## config.mk

```make
export PLATFORM = sky130hd
export DESIGN_NAME = serial_tx_arbiter
export DESIGN_NICKNAME = d
export VERILOG_FILES = /design/src/rtl/serial_tx_pkg.sv /design/src/rtl/serial_tx_arbiter_rr_picker.sv /design/src/rtl/serial_tx_arbiter.sv
export SDC_FILE = /design/constraint.sdc
export NUM_CORES = 1
export LEC_CHECK = 0
export ABC_AREA = 1
export BUFFER_PORTS_ARGS = -buffer_cell sky130_fd_sc_hd__buf_2
export CORE_UTILIZATION = 55
export DETAILED_ROUTE_END_ITERATION = 8
export PLACE_DENSITY = 0.76
export REMOVE_ABC_BUFFERS = 1
export SYNTH_ARGS = -nofsm -noshare
export SYNTH_HDL_FRONTEND = slang
export SYNTH_HIERARCHICAL = 1
export SYNTH_SLANG_ARGS = --single-unit
```

## constraint.sdc

```tcl
create_clock -name clk -period 2.4 [get_ports clk]
set_input_delay 0.12 -clock clk [delete_from_list [all_inputs] [get_ports clk]]
set_output_delay 0.12 -clock clk [all_outputs]
set_load 0.005 [all_outputs]
```

## src/rtl/serial_tx_pkg.sv

```systemverilog
// -----------------------------------------------------------------------------
// serial_tx_pkg
// Shared definitions for the serial transmitter arbiter:
//   - state_t     : 3-bit FSM state encoding (IDLE, START, WAITB, XFER, DONE)
//   - TIMEOUT_DEF : default frame timeout in clock cycles
// -----------------------------------------------------------------------------
package serial_tx_pkg;

  localparam int TIMEOUT_DEF = 64;

  typedef enum logic [2:0] {
    IDLE  = 3'd0,
    START = 3'd1,
    WAITB = 3'd2,
    XFER  = 3'd3,
    DONE  = 3'd4
  } state_t;

endpackage

```

## src/rtl/serial_tx_arbiter_rr_picker.sv

```systemverilog
// -----------------------------------------------------------------------------
// rr_picker
// Combinational round-robin selector. Scans requests starting at ptr+1 and
// wrapping modulo N_REQ; the first set request wins.
// Ports:
//   req [N_REQ-1:0] in  : request vector
//   ptr [IDX_W-1:0] in  : index of the most recently served requester
//   idx [IDX_W-1:0] out : winning requester index (0 when any=0)
//   any             out : at least one request is set
// -----------------------------------------------------------------------------
module rr_picker
  import serial_tx_pkg::*;
#(
  parameter int N_REQ = 4,
  parameter int IDX_W = 2
) (
  input  logic [N_REQ-1:0] req,
  input  logic [IDX_W-1:0] ptr,
  output logic [IDX_W-1:0] idx,
  output logic             any
);

  // Distance 1 is checked first, so the last-served requester (distance
  // N_REQ) is only chosen when nobody else is asking.
  always_comb begin
    idx = '0;
    any = 1'b0;
    for (int d = 1; d <= N_REQ; d++) begin
      if (!any && req[(int'(ptr) + d) % N_REQ]) begin
        any = 1'b1;
        idx = IDX_W'((int'(ptr) + d) % N_REQ);
      end
    end
  end

endmodule

```

## src/rtl/serial_tx_arbiter.sv

```systemverilog
// -----------------------------------------------------------------------------
// serial_tx_arbiter
// Shares one serial transmitter among N_REQ requesters using round-robin
// arbitration. Pulses the transmitter start, steers the granted requester's
// serial bit into the transmitter and uses the rdy handshake to detect the end
// of a frame. A frame that runs TIMEOUT cycles without finishing is aborted.
// Ports:
//   clk             in  : clock, rising edge
//   rst             in  : asynchronous active-low reset
//   req   [N_REQ]   in  : level request per requester, held until done
//   serIn [N_REQ]   in  : serial data bit per requester
//   gnt   [N_REQ]   out : one-hot grant, 0 when idle
//   done  [N_REQ]   out : one-cycle end-of-frame pulse to the granted requester
//   err             out : one-cycle pulse on timeout abort
//   txStrt          out : transmitter start pulse
//   txSerIn         out : serial bit steered to the transmitter
//   txRdy           in  : transmitter ready (low while busy)
//   txSerOutValid   in  : transmitter output-valid, counted for debug only
// -----------------------------------------------------------------------------
module serial_tx_arbiter
  import serial_tx_pkg::*;
#(
  parameter int N_REQ   = 4,
  parameter int IDX_W   = 2,
  parameter int TIMEOUT = TIMEOUT_DEF
) (
  input  logic             clk,
  input  logic             rst,
  input  logic [N_REQ-1:0] req,
  input  logic [N_REQ-1:0] serIn,
  output logic [N_REQ-1:0] gnt,
  output logic [N_REQ-1:0] done,
  output logic             err,
  output logic             txStrt,
  output logic             txSerIn,
  input  logic             txRdy,
  input  logic             txSerOutValid
);

  localparam int CNT_W = $clog2(TIMEOUT);
  // A frame never outlasts TIMEOUT cycles, so one extra bit cannot overflow.
  localparam int FB_W  = CNT_W + 1;

  state_t           state_q, state_d;
  logic [IDX_W-1:0] idx_q, idx_d;
  logic [IDX_W-1:0] ptr_q, ptr_d;
  logic [N_REQ-1:0] gnt_q, gnt_d;
  logic [N_REQ-1:0] done_q, done_d;
  logic             err_q, err_d;
  logic             strt_q, strt_d;
  logic [CNT_W-1:0] cnt_q, cnt_d;
  logic [FB_W-1:0]  frame_bits_q, frame_bits_d;
  logic [IDX_W-1:0] pick_idx;
  logic             pick_any;
  logic             timeout;

  function automatic logic [N_REQ-1:0] onehot(input logic [IDX_W-1:0] i);
    logic [N_REQ-1:0] v;
    v    = '0;
    v[i] = 1'b1;
    return v;
  endfunction

  rr_picker #(
    .N_REQ(N_REQ),
    .IDX_W(IDX_W)
  ) u_picker (
    .req(req),
    .ptr(ptr_q),
    .idx(pick_idx),
    .any(pick_any)
  );

  // All control outputs are registered: each takes effect on the edge that
  // leaves the state deciding it. gnt rises leaving IDLE, txStrt one cycle
  // later leaving START, done/err together with gnt falling.
  always_comb begin
    state_d      = state_q;
    idx_d        = idx_q;
    ptr_d        = ptr_q;
    gnt_d        = gnt_q;
    done_d       = '0;
    err_d        = 1'b0;
    strt_d       = 1'b0;
    cnt_d        = cnt_q;
    timeout      = (cnt_q == CNT_W'(TIMEOUT - 1));
    frame_bits_d = (state_q == START) ? '0 : frame_bits_q + FB_W'(txSerOutValid);

    case (state_q)
      IDLE: begin
        if (pick_any && txRdy) begin
          idx_d   = pick_idx;
          gnt_d   = onehot(pick_idx);
          state_d = START;
        end
      end
      START: begin
        strt_d  = 1'b1;
        cnt_d   = '0;
        state_d = WAITB;
      end
      WAITB, XFER: begin
        cnt_d = cnt_q + 1'b1;
        // Timeout wins over every other exit: the frame is abandoned and the
        // requester gets err instead of done.
        if (timeout) begin
          err_d   = 1'b1;
          gnt_d   = '0;
          ptr_d   = idx_q;
          state_d = IDLE;
        end else if (state_q == WAITB) begin
          if (!txRdy) state_d = XFER;
        end else if (txRdy) begin
          done_d  = gnt_q;
          gnt_d   = '0;
          ptr_d   = idx_q;
          state_d = DONE;
        end
      end
      DONE:    state_d = IDLE;
      default: state_d = IDLE;
    endcase
  end

  always_ff @(posedge clk or negedge rst) begin
    if (!rst) begin
      state_q      <= IDLE;
      idx_q        <= '0;
      ptr_q        <= IDX_W'(N_REQ - 1);
      gnt_q        <= '0;
      done_q       <= '0;
      err_q        <= 1'b0;
      strt_q       <= 1'b0;
      cnt_q        <= '0;
      frame_bits_q <= '0;
    end else begin
      state_q      <= state_d;
      idx_q        <= idx_d;
      ptr_q        <= ptr_d;
      gnt_q        <= gnt_d;
      done_q       <= done_d;
      err_q        <= err_d;
      strt_q       <= strt_d;
      cnt_q        <= cnt_d;
      frame_bits_q <= frame_bits_d;
    end
  end

  assign gnt     = gnt_q;
  assign done    = done_q;
  assign err     = err_q;
  assign txStrt  = strt_q;
  assign txSerIn = (|gnt_q) ? serIn[idx_q] : 1'b0;

endmodule

```

==> results of run 1 <==
kinds of logic (layout without fill, tap and decap cells):
| group | Yosys count | in the layout | share of synthesized area (%) |
|---|---|---|---|
| AND/OR/NAND/NOR | 107 | 107 | 39.0 |
| buffers and inverters | 26 | 51 | 7.68 |
| AO/OA/AOI/OAI | 25 | 25 | 10.1 |
| flip-flops | 23 | 23 | 42.2 |
| adder cells (fa/ha/maj) | 1 | 1 | 0.914 |
routing by layer:
| metal | up-vias | wire length (microns) | part of all wire (%) | global-route usage (%) |
|---|---|---|---|---|
| met3 | 7 | 105 | 3.6 | 3.51 |
| met1 | 605 | 1240 | 42 | 27.4 |
| li1 | 651 | - | - | - |
| met5 | - | 0 | 0 | 0 |
| met2 | 38 | 1530 | 52 | 46.2 |
| met4 | 0 | 64 | 2.2 | 14.4 |
worst max-delay path: cells and delay by family (launching register included):
family                 cells  cell delay, ps
buffers and inverters      2             210
DFF                        1             550
and+or+nand+nor           10            1170
power breakdown:
group,total (W),leakage [nW],switching [W],internal (W)
registers,0.000617,0.301,0.000109,0.000508
logic,0.00109,0.509,0.000710,0.000375
clock network,0.000183,0.0177,0.000120,0.0000625
total,0.00188,0.827,0.000939,0.000946
through the flow:
step	setup WS, ps	hold slack, ps	total power [W]	instance area [sq um]
3_3_place_gp	549	107	0.00163	1500
6_report	409	159	0.00188	1540
3_5_place_dp	468	119	0.00169	1500
2_1_floorplan	568	-176	0.00143	1350
4_1_cts	428	157	0.00187	1540
5_1_grt	297	164	0.00205	1540
Yosys cell counts, types with 2 or more instances:
| cell type | instances |
|---|---|
| a21oi_1 | 7 |
| buf_4 | 2 |
| dfrtp_1 | 21 |
| dfstp_2 | 2 |
| inv_1 | 21 |
| inv_2 | 3 |
| nand2_1 | 49 |
| nand2_2 | 4 |
| nand2_4 | 3 |
| nand3_1 | 16 |
| nand3_2 | 3 |
| nand4_1 | 7 |
| nor2_1 | 15 |
| nor2_2 | 2 |
| nor2_4 | 2 |
| nor3_1 | 4 |
| o21ai_0 | 12 |
state kept, by name, summed over array words and instances (netlist names):
| register | cells |
|---|---|
| cnt_q | 6 |
| done | 4 |
| err | 1 |
| gnt | 4 |
| idx_q | 2 |
| ptr_q | 2 |
| state_q | 3 |
| txStrt | 1 |
layout by cell type (no fill, tap or decap), types with 2 or more instances in the layout:
cell type / instances
buf_2: 21
o21ai_0: 12
nand3_2: 3
clkbuf_4: 3
nor2_2: 2
nand2_1: 49
dfstp_2: 2
a21oi_1: 7
nand3_1: 16
nand2_2: 4
nand4_1: 7
nor3_1: 4
nand2_4: 3
dfrtp_1: 21
nor2_4: 2
inv_2: 3
nor2_1: 15
inv_1: 21
timing repair:
item,in CTS,in global routing
endpoints found under the setup margin,0,0
hold endpoints to repair,21,0
hold buffers,1,0
setup buffers,0,0
area by class of cell:
class | instances | area, sq um | area share [%]
multi-input cells | 133 | 686 | 44.6
flip-flops and latches | 23 | 578 | 37.6
clock buffers | 3 | 22.5 | 1.46
clock inverters | 1 | 5.00 | 0.325
inverters | 24 | 90.1 | 5.85
well taps | 28 | 35.0 | 2.28
repair buffers | 23 | 123 | 7.97
final timing paths:
| path | start | end | slack [ps] | depth (start not counted) |
|---|---|---|---|---|
| setup / recovery | ptr_q[0] | gnt[3] | 410 | 12 |
| hold / removal | txRdy | state_q[2] | 160 | 3 |
| setup reg to reg | ptr_q[0] | gnt[3] | 410 | 12 |
| hold reg to reg | cnt_q[0] | cnt_q[0] | 520 | 1 |
| max in group asynchronous | rst | ptr_q[1] | 1760 | 2 |
| min in group asynchronous | rst | cnt_q[1] | 280 | 2 |
==> impl_results.md, run 1 <==
* Worst min-delay path category: in2reg
* CTS tree: yes
* Largest cells by area after synthesis: dfrtp_1, nand2_1, nand3_1
* Reg clk slew, reported paths at 130 ps
* Fin cells at 235
* WL per Instance at 12.5 microns
* Mapped Area at 0.00137 sq mm
* Tcrit/Tclk final at 83.0%
* GPL Wtd Cong at 0.863
* Final Setup Violations at 0
* Number of DRC markers in iteration 0 at 34
* Skew final at 3.32 ps
* Slowest CP cell: dfstp_2
* Grt total ovfl at 0
* Syn Area/Cell at 7.52 sq um
* Area leader, netlist: dfrtp_1
* Tot GR Track Use at 25.3%
* Via density at 5.54
* Die Span Y at 51.9 microns
* Post-synth top flop: dfrtp_1
* CTS Buf Count at 3
* Cts repair resizes at 0
* Post-layout util at 67.6%
* Ordered cell list for the critical path: inv_1, nand2_1, nand2_1, nand2_1, nand2_4, nor2_8, nand3_1, nand3_1, inv_1, nor3_1, nand4_1, nand2_1
* Vias at 1301
* Die Footprint at 0.00269 sq mm
* Final HPWL DP at 2.23 mm
* Vias in the first global route at 1264
* Clock root cell: clkbuf_4
* Max-cap violations at 0
* Worst Max-Slew Pin Slew at 501 ps
* First-pass iteration count of the detailed router at 4
* CP Launch Type: register
* Unique cell type count in the Yosys netlist at 26
* Skew-Pair Late Insertion Delay at 320 ps
* FP Rows at 17
* VDD IR max at 0.000754 V
* Initial antenna violation count at 0
* Final worst path period need at 1990 ps
* CP Class: reg2reg
* N_diodes at 0
* RSZ-0062 raised after global routing: no
* Worst setup EP type: register
* Layout area overhead at 12.4%
* Post-synthesis instance total at 182
* Slew headroom at 66.6%
* Slew Viols, Final at 0
* Fmax achieved at 502 MHz
* Final Hold Vio Count at 0
* Lkg Pwr at 0.827 nW
* Largest net degree at the start of global routing at 24
* Global-route wire length before repair at 4.95 mm
* Post-synthesis async set-or-reset flop share at 100%
* Area of the core at 0.00228 sq mm
* Die Wd at 51.9 microns
* # clock sinks at 23
* #FFs+latches synth at 23
* Required @ worst endpoint at 2670 ps
* Top cell type's share of synthesized area at 38.4%
* Data arrival, critical path at 2260 ps
* IO Pins at 23
* Port Buffers at 21
* Maximum clock insertion buffer count at 2
* Critical path fanouts, max at 8
* Number of synthesized flops with an enable pin at 0
* Crit path largest cell delay at 550 ps
* Initial Utilization at 60.1%
* H-tree levels at 1
* Fillers at 193
* Worst path most repeated cell: nand2_1
* Residual DRC at 0
* Setup TNS at 0 ps
* Placed Cells at 230
* Post-Route WL at 2.94 mm
* Final Net Count at 221
* PD cells at 1220 mW/mm^2
* Status: finished, final reports clean
* Layout cells sized above 1 at 22.7%
* Antenna viol nets, final at 0
* Warning count from the yosys run at 6
* Sequential share of the synthesized area at 42.2%
Note: power is estimated with default switching activity, not from simulation.
==> run 2, diff against run 1 <==
--- a/config.mk
+++ b/config.mk
@@ -5,11 +5,11 @@
 export SDC_FILE = /design/constraint.sdc
 export NUM_CORES = 1
 export LEC_CHECK = 0
-export ABC_AREA = 1
+export ABC_AREA = 0
 export BUFFER_PORTS_ARGS = -buffer_cell sky130_fd_sc_hd__buf_2
-export CORE_UTILIZATION = 55
+export CORE_UTILIZATION = 48
 export DETAILED_ROUTE_END_ITERATION = 8
-export PLACE_DENSITY = 0.76
+export PLACE_DENSITY = 0.72
 export REMOVE_ABC_BUFFERS = 1
 export SYNTH_ARGS = -nofsm -noshare
 export SYNTH_HDL_FRONTEND = slang
==> constraint.sdc (replaced) <==
create_clock -name clk -period 1.7 [get_ports clk]
set_input_delay 0.085 -clock clk [delete_from_list [all_inputs] [get_ports clk]]
set_output_delay 0.085 -clock clk [all_outputs]
set_load 0.005 [all_outputs]
==> run 2 against run 1 <==
Combinational power fell by 28%; sequential share of layout area rose by 5.9 points; first-iteration DRC count fell by 50%; via count fell by 36%; wire length fell by 29%; area after synthesis fell by 15%; clock power rose by 37%; critical path type is now reg2out; die area fell by 2.4%; cell count fell by 36%; sequential power rose by 59%.
==> impl_results.md, run 2 <==
* Status: finished, final reports clean
* Vias in the first global route at 796
* Placed Cells at 145
* Worst min-delay path category: in2reg
* Setup crit start: idx_q[0]
* Max reg flops at 6
* Mapped Area at 0.00116 sq mm
* Tcrit/Tclk final at 93.8%
* Comb pwr share at 39.0%
* Ordered cell list for the critical path: mux4_2, o41a_1, buf_2
* IO Pins at 23
* Post-layout util at 59.0%
* Worst hold start: txRdy
* Share of total power in sequential cells at 48.6%
* P_sw at 0.000771 W
* Syn Area/Cell at 12.0 sq um
* Reg clk slew, reported paths at 120 ps
* Die Span Y at 51.3 microns
* Skew-Pair Late Insertion Delay at 310 ps
* Die Footprint at 0.00263 sq mm
* Die Wd at 51.3 microns
* Largest net degree at the start of global routing at 24
* Residual DRC at 0
* Sequential share of the synthesized area at 49.6%
* RSZ-0062 raised after global routing: no
* Critical path fanouts, max at 3
* First-pass iteration count of the detailed router at 4
* Worst Max-Slew Pin Slew at 647 ps
* Top Family by Delay on Critical Path: multiplexers
* Initial antenna violation count at 0
* Clock root cell: clkbuf_4
* Final HPWL DP at 1.59 mm
* Final worst path period need at 1590 ps
* Crit path largest cell delay at 530 ps
* CTS Buf Count at 3
* Post-CTS Setup Bufs at 0
* Area of the core at 0.00225 sq mm
* Worst r2r src: ptr_q[1]
* Sw Share at 38.1%
* Layout area overhead at 14.3%
* N_diodes at 0
* Tot GR Track Use at 18.4%
* Worst setup EP type: output pin
* Grt total ovfl at 0
* Final Net Count at 136
* CP Launch Type: register
* PD cells at 1520 mW/mm^2
* CP Class: reg2out
* Cts repair resizes at 0
* Global-route wire length before repair at 3.54 mm
* Most frequent cell after synthesis: dfrtp_1
* Fin cells at 150
* Final setup margin at 105 ps
* #FFs+latches synth at 23
* Int Pwr at 0.00125 W
* Final Total Pwr at 0.00202 W
* Fmax achieved at 627 MHz
* Unique cell type count in the Yosys netlist at 38
* WL per Instance at 13.8 microns
* Layout cells sized above 1 at 37.7%
* Number of synthesized flops with an enable pin at 0
* Top cell type's share of synthesized area at 45.1%
* GPL Wtd Cong at 0.784
* # clock sinks at 23
* Fillers at 199
* Required @ worst endpoint at 1620 ps
* CTS tree: yes
* Vias at 830
* Final Hold Vio Count at 0
* Register area at 578 sq um
* Port Buffers at 21
* Slowest CP cell: mux4_2
* Worst slack, placed at 202 ps
* Slew headroom at 56.4%
* VDD IR max at 0.000822 V
* FP Rows at 17
* Post-synth top flop: dfrtp_1
* Buf/Inv on CP at 1
* Post-synthesis instance total at 97
* Most frequent cells in the layout: dfrtp_1, buf_2, nand2_1, inv_1, o21ai_0
* Skew final at 6.08 ps
* Antenna viol nets, final at 0
* Final Setup Violations at 0
* Lkg Pwr at 0.641 nW
* Area leader, netlist: dfrtp_1
* Post-Route WL at 2.08 mm
* Hold Buf Count CTS at 1
* Maximum clock insertion buffer count at 2
* Slew Viols, Final at 0
* Top cells by count, synth: dfrtp_1, nand2_1, inv_1, o21ai_0
* Number of DRC markers in iteration 0 at 17
* Largest Register: cnt_q
* Largest cells by area after synthesis: dfrtp_1, dfstp_2, a32o_1
* Data arrival, critical path at 1510 ps
* Via density at 5.53
* Power share of the clock group at 12.4%
* Max-cap violations at 0
* Setup TNS at 0 ps
* H-tree levels at 1
* Post-synthesis async set-or-reset flop share at 100%
* Warning count from the yosys run at 6
* Multi-input logic area at 557 sq um
* Initial Utilization at 51.7%
-- run 2: cell types whose count changed after synthesis, moves of 3 or more --
| cell | previous run | this run |
|---|---|---|
| a21oi_1 | 7 | 4 |
| a32o_1 | 0 | 4 |
| and2_1 | 0 | 4 |
| inv_1 | 21 | 5 |
| inv_2 | 3 | 0 |
| nand2_1 | 49 | 8 |
| nand2_2 | 4 | 1 |
| nand2b_1 | 0 | 3 |
| nand3_1 | 16 | 4 |
| nand3_2 | 3 | 0 |
| nand4_1 | 7 | 2 |
| nor2_1 | 15 | 4 |
| nor3_1 | 4 | 0 |
| o21ai_0 | 12 | 5 |
-- run 2: layer usage --
| layer | vias to the layer above | GRT usage, % | share of wire [%] |
|---|---|---|---|
| met3 | 2 | 6.25 | 5.2 |
| met4 | 0 | 4.05 | 0.77 |
| li1 | 404 | - | - |
| met1 | 401 | 23.4 | 45 |
| met5 | - | 0 | 0 |
| met2 | 23 | 30.5 | 49 |
-- run 2: final cells by class --
type                       instances  area share (%)
multi-input combinational         68            41.8
clock inverter                     1           0.376
tap                               28            2.63
clock buffer                       3            1.69
inverter                           5            1.41
sequential                        23            43.4
timing repair buffer              22            8.65
-- run 2: logic make-up after synthesis --
| kind of cell | share of synthesized area [%] |
|---|---|
| DFF | 49.6 |
| muxes | 8.16 |
| AOI/OAI and AO/OA | 17.1 |
| buffers and inverters | 2.58 |
| adders and majority gates | 1.07 |
| and+or+nand+nor | 21.5 |
-- run 2: path summary, 6_finish.rpt --
kind | to | slack (ps) | depth (start not counted)
setup / recovery | txSerIn | 110 | 3
min in group asynchronous | cnt_q[4] | 250 | 2
max in group asynchronous | ptr_q[1] | 1090 | 2
hold reg to reg | done[1] | 560 | 1
hold / removal | state_q[0] | 110 | 3
setup reg to reg | gnt[2] | 180 | 5
-- run 2: worst reg2reg max path, delay by kind of cell (launching register included) --
| kind | cells | cell delay [ps] |
|---|---|---|
| flops | 1 | 610 |
| compound gates | 3 | 580 |
| simple gates | 1 | 140 |
| buf+inv | 1 | 100 |
-- run 2: stage by stage --
stage	area [sq um]	hold WS [ps]
floorplan	1150	-211
global placement	1290	73.5
detailed placement	1290	80.6
CTS	1330	107
global route	1330	120
finish	1330	113
-- run 2: power by group through the flow --
stage               clock network (W)  registers (W)  logic (W)
finish                       0.000250       0.000982   0.000789
global route                 0.000281        0.00102   0.000861
CTS                          0.000257       0.000982   0.000791
detailed placement                  0       0.000992   0.000783
global placement                    0       0.000982   0.000759
floorplan                           0       0.000949   0.000590
